$ cat config.mk
export PLATFORM = sky130hd
export DESIGN_NAME = flush_redirect_sequencer
export DESIGN_NICKNAME = d
export VERILOG_FILES = /design/src/rtl/flush_redirect_sequencer_pkg.sv /design/src/rtl/flush_redirect_sequencer_sat_counter.sv /design/src/rtl/flush_redirect_sequencer.sv
export SDC_FILE = /design/constraint.sdc
export NUM_CORES = 1
export LEC_CHECK = 0
export CORE_UTILIZATION = 50
export DETAILED_ROUTE_END_ITERATION = 10
export PLACE_DENSITY = 0.84
export SKIP_LAST_GASP = 1
export SLEW_MARGIN = 0
export SYNTH_ARGS = -nofsm -noshare
export SYNTH_HDL_FRONTEND = slang
export SYNTH_SLANG_ARGS = --single-unit
$ cat constraint.sdc
create_clock -name clk -period 9.9 [get_ports clk]
set_input_delay 2.97 -clock clk [delete_from_list [all_inputs] [get_ports clk]]
set_output_delay 2.97 -clock clk [all_outputs]
set_load 0.01 [all_outputs]
$ cat src/rtl/flush_redirect_sequencer_pkg.sv
// Shared encodings for the front-end flush/redirect sequencer.
// State values match the rest of the pipeline control logic.
package flush_redirect_sequencer_pkg;

    localparam int FLUSH_CNT_W = 4;

    typedef enum logic [1:0] {
        ST_RUN      = 2'd0,
        ST_FLUSH    = 2'd1,
        ST_DRAIN    = 2'd2,
        ST_REDIRECT = 2'd3
    } seq_state_e;

endpackage

$ cat src/rtl/flush_redirect_sequencer_sat_counter.sv
// Saturating up-counter used for the sequencer performance counters.
// Holds at all-ones rather than wrapping.
module sat_counter #(
    parameter int CNT_W = 32
) (
    input  logic             clk,
    input  logic             rst,
    input  logic             inc,
    output logic [CNT_W-1:0] count
);

    logic [CNT_W-1:0] count_q, count_d;

    always_comb begin
        count_d = count_q;
        if (inc && (count_q != {CNT_W{1'b1}})) begin
            count_d = count_q + 1'b1;
        end
    end

    always_ff @(posedge clk or posedge rst) begin
        if (rst) begin
            count_q <= '0;
        end else begin
            count_q <= count_d;
        end
    end

    assign count = count_q;

endmodule

$ cat src/rtl/flush_redirect_sequencer.sv
// Front-end recovery after a taken branch: flush decode, drain the in-flight
// IFU fetch, then pulse a PC redirect. In RUN it produces the normal stalls.
module flush_redirect_sequencer
    import flush_redirect_sequencer_pkg::*;
#(
    parameter int XLEN         = 32,
    parameter int FLUSH_CYCLES = 1,
    parameter int CNT_W        = 32
) (
    input  logic             clk,
    input  logic             rst,
    input  logic             branch_taken,
    input  logic [XLEN-1:0]  branch_target,
    input  logic             ifu_busy,
    input  logic             issue_stall_req,
    output logic             stall_fetch,
    output logic             stall_dispatch,
    output logic             flush_decode,
    output logic             flush_rs,
    output logic             ifu_discard,
    output logic             pc_redirect_valid,
    output logic [XLEN-1:0]  pc_redirect_addr,
    output logic             seq_busy,
    output logic [CNT_W-1:0] flush_count,
    output logic [CNT_W-1:0] stall_cycles
);

    localparam logic [FLUSH_CNT_W-1:0] FLUSH_LOAD = FLUSH_CNT_W'(FLUSH_CYCLES - 1);

    seq_state_e             state_q, state_d;
    logic [XLEN-1:0]        target_q, target_d;
    logic [FLUSH_CNT_W-1:0] flush_cnt_q, flush_cnt_d;

    logic stall_fetch_c, stall_dispatch_c, flush_decode_c, flush_rs_c;
    logic ifu_discard_c, redirect_c, stall_inc;

    always_comb begin
        state_d          = state_q;
        target_d         = target_q;
        flush_cnt_d      = flush_cnt_q;
        stall_fetch_c    = 1'b0;
        stall_dispatch_c = 1'b0;
        flush_decode_c   = 1'b0;
        flush_rs_c       = 1'b0;
        ifu_discard_c    = 1'b0;
        redirect_c       = 1'b0;

        case (state_q)
            ST_RUN: begin
                stall_fetch_c    = ifu_busy | issue_stall_req;
                stall_dispatch_c = ifu_busy;
            end
            ST_FLUSH: begin
                flush_decode_c   = 1'b1;
                stall_fetch_c    = 1'b1;
                stall_dispatch_c = 1'b1;
                if (flush_cnt_q == '0) begin
                    state_d = ifu_busy ? ST_DRAIN : ST_REDIRECT;
                end else begin
                    flush_cnt_d = flush_cnt_q - 1'b1;
                end
            end
            ST_DRAIN: begin
                stall_fetch_c    = 1'b1;
                stall_dispatch_c = 1'b1;
                ifu_discard_c    = 1'b1;
                if (!ifu_busy) begin
                    state_d = ST_REDIRECT;
                end
            end
            ST_REDIRECT: begin
                redirect_c       = 1'b1;
                stall_dispatch_c = 1'b1;
                state_d          = ST_RUN;
            end
        endcase

        // A new branch restarts recovery from any state; last target wins and
        // a redirect to the stale target must not escape in the same cycle.
        if (branch_taken) begin
            target_d       = branch_target;
            flush_cnt_d    = FLUSH_LOAD;
            state_d        = ST_FLUSH;
            flush_decode_c = 1'b1;
            flush_rs_c     = 1'b1;
            redirect_c     = 1'b0;
            if (state_q == ST_RUN) begin
                stall_fetch_c    = 1'b0;
                stall_dispatch_c = 1'b0;
            end
        end
    end

    always_ff @(posedge clk or posedge rst) begin
        if (rst) begin
            state_q     <= ST_RUN;
            target_q    <= '0;
            flush_cnt_q <= '0;
        end else begin
            state_q     <= state_d;
            target_q    <= target_d;
            flush_cnt_q <= flush_cnt_d;
        end
    end

    assign stall_inc = (state_q == ST_RUN) && stall_fetch_c;

    // RUN-state outputs follow inputs combinationally, so gate them during reset.
    assign stall_fetch       = stall_fetch_c & ~rst;
    assign stall_dispatch    = stall_dispatch_c & ~rst;
    assign flush_decode      = flush_decode_c & ~rst;
    assign flush_rs          = flush_rs_c & ~rst;
    assign ifu_discard       = ifu_discard_c & ~rst;
    assign pc_redirect_valid = redirect_c & ~rst;
    assign pc_redirect_addr  = target_q;
    assign seq_busy          = (state_q != ST_RUN) & ~rst;

    sat_counter #(.CNT_W(CNT_W)) u_flush_cnt (
        .clk   (clk),
        .rst   (rst),
        .inc   (branch_taken),
        .count (flush_count)
    );

    sat_counter #(.CNT_W(CNT_W)) u_stall_cnt (
        .clk   (clk),
        .rst   (rst),
        .inc   (stall_inc),
        .count (stall_cycles)
    );

endmodule
==> flow_summary.ini <==
[synthesis]
synth_area_sq_um = 4650
synthTopCellsByArea = dfrtp_1 (55%), mux2_2 (8.2%), xnor2_1 (8.1%)
syn-instance-count = 392
yosysUniqueCellTypes = 44
synth_edf_count = 0
yosys.area.top_type = dfrtp_1
ys_ff_latch = 102
syn-num-nets = 437
async_flop_share_pct = 100
synth.top_cell.area_share_pct = 54.9
ys_seq_area_share_pct = 54.9
synthFlopType = dfrtp_1
avgSynthCellArea_sq_um = 11.9
synth.yosys.warnings = 0

[sta]
setup_tns_ns = 0
whs_ns = 0.505
setup_viol = 0
fin_crit_ns = 7.87
period_share_pct = 79.5
relSlewSlack_pct = 50.5
drv_slew = 0
tightestPinTransition_ns = 0.743
timing.fmax_mhz = 127
rsz0062_at_grt = false
finClkSkew_ns = 0.0121
hold_violations = 0

[routing]
drt_first_pass_iters = 8
drt_iter0_markers = 157
vias_per_cell = 5.50
drc_errors = 9
ant_nets = 0
vias = 3576
drt-total-wl_um = 10400
wl_per_cell_um = 16.0

[setup_path]
crit_fanout = 45
ff2ff_path_depth = 7
rrSetupSlack_ns = 7.62
critPathArrivalTime_ns = 4.90
end_kind = primary output
start_kind = primary input
r2r-end = u_stall_cnt.count[13]$_DFFE_PP0P_
endpoint = stall_fetch
rr_startpoint = state_q[1]$_DFFE_PP0P_
startpoint = rst
worstPathRequired_ns = 6.93
crit_type = primary input to primary output

[placed_design]
place_area_sq_um = 6150
place_congestion = 0.858
dp_hpwl_um = 7680
io_buffers = 139

[cells_and_area]
fin_util_pct = 71.9
drive_above_1_share_pct = 12.0
insertedDiodeCount = 0
layout_common_cells = clkdlybuf4s50_1 (138), dfrtp_1 (102), xnor2_1 (43)
syn_to_final_growth_pct = 36.7
layout_commonest_cell = clkdlybuf4s50_1
n_fill_cell = 649
nNetsFinal = 582
finalInstanceArea_sq_um = 6360

[floorplanning]
die-area_sq_um = 9700
io_pins = 140
die_y_um = 98.5
start_util_pct = 52.6
row_count = 34
dieWidth_um = 98.5
core_sq_um = 8850

[pwr]
seqPwrFrac_pct = 48.0
pwr_density_cell_nw_per_um2 = 169
intPower_uw = 741
power.share.switching_pct = 30.9
ir_worst_vdd_mv = 0.135
p_clk_share_pct = 25.6
cellLeakagePower_uw = 0.00269
combPwrFrac_pct = 26.3
switching_power_uw = 331

[outcome]
outcome = finished with violations
violations = design-rule violations

[clock_tree]
cts_tree = yes
postCtsSetupBuffers = 0
ctsResizeCount = 0
clk_pin_slew_ns = 0.10
clock_latency_ns = 0.37
clockBufferDepth = 2
cts.htree.levels = 3
ctsHoldBuffers = 0
root_buffer = clkbuf_8
cts_sinks = 102
cts_inserted_buffers = 9

[global_routing]
grt_pass1_wl_um = 17800
antenna_found_initial = 0
grt-ovfl-total = 0
grt_max_degree = 60
track_usage_pct = 23.3
grt_pass1_vias = 3520

[hold_path]
min_path_type = flip-flop to flip-flop

[flow_run]
maxCapViolations = 0
## power groups by stage
stage / clock, uW / sequential (uW) / combinational [uW]
after floorplan: 0 / 530 / 138
after global placement: 0 / 520 / 272
after detailed placement: 0 / 523 / 282
after CTS: 279 / 515 / 285
after global routing: 302 / 523 / 312
final: 275 / 515 / 282
## how the worst min path moves through the flow
stage,startpoint,to,cells after the start
6_report,u_stall_cnt.count[23]$_DFFE_PP0P_,u_stall_cnt.count[23]$_DFFE_PP0P_,1
5_1_grt,u_stall_cnt.count[23]$_DFFE_PP0P_,u_stall_cnt.count[23]$_DFFE_PP0P_,1
4_1_cts,u_flush_cnt.count[25]$_DFFE_PP0P_,u_flush_cnt.count[25]$_DFFE_PP0P_,1
3_5_place_dp,u_flush_cnt.count[25]$_DFFE_PP0P_,u_flush_cnt.count[25]$_DFFE_PP0P_,1
3_3_place_gp,u_flush_cnt.count[13]$_DFFE_PP0P_,u_flush_cnt.count[13]$_DFFE_PP0P_,1
2_1_floorplan,flush_cnt_q[3]$_DFFE_PP0P_,flush_cnt_q[3]$_DFFE_PP0P_,2
## cells in the mapped netlist, types with 2 or more instances
| library cell | number |
|---|---|
| mux2_2 | 34 |
| nor3_1 | 9 |
| dfrtp_1 | 102 |
| inv_1 | 9 |
| and4_1 | 6 |
| and3_1 | 8 |
| o211ai_1 | 4 |
| nand2_1 | 29 |
| xor2_1 | 17 |
| nor4_1 | 4 |
| a21oi_1 | 7 |
| xnor2_1 | 43 |
| nand4_1 | 28 |
| nor2_1 | 25 |
| o21a_1 | 2 |
| clkbuf_1 | 5 |
| a211oi_1 | 2 |
| nand3_1 | 19 |
| a31oi_1 | 4 |
| ha_1 | 8 |
| and2_1 | 4 |
## registers in the layout (all words and copies together) (netlist names)
signal	count
u_flush_cnt.count	32
flush_cnt_q	4
state_q	2
pc_redirect_addr	32
u_stall_cnt.count	32
## routing by layer
layer  wire (um)  global-route usage (%)  share of wire (%)
met1        4470                    31.7                 43
met2        5110                    38.0                 49
met3         685                    4.82                6.6
met4         138                    6.89                1.3
met5           0                       0                  0
## cells by family (layout without fill, tap and decap cells)
logic type	count (synthesis)	count (layout)	synth area share, %
fa+ha+maj	8	8	2.15
simple gates	143	143	17.0
flops	102	102	54.9
compound gates	28	28	4.62
xor+xnor	60	60	11.3
mux	35	35	8.44
buf+inv	16	166	1.67
## worst max-delay path, stage by stage
cell and delay [ns]:
clkdlybuf4s50_1 0.63, inv_4 0.51, nand2_1 0.10, nor2_1 0.13
clkdlybuf4s50_1 0.55
## metrics by stage
| step | setup slack, ns | instances | power, uW |
|---|---|---|---|
| final | 2.03 | 650 | 1070 |
| after global routing | 1.87 | 650 | 1140 |
| after CTS | 2.01 | 650 | 1080 |
| after detailed placement | 2.02 | 634 | 805 |
| after global placement | 2.04 | 634 | 792 |
| after floorplan | 1.48 | 392 | 668 |
## layout make-up
cell class / instances / area (sq um) / area share, %
Clock buffer: 10 / 138 / 2.16
Clock inverter: 6 / 75.1 / 1.18
Inverter: 9 / 36.3 / 0.570
Multi-Input combinational cell: 274 / 2020 / 31.8
Sequential cell: 102 / 2550 / 40.1
Tap cell: 108 / 135 / 2.12
Timing Repair Buffer: 141 / 1400 / 22.0
Power figures use the tool's default switching activity.
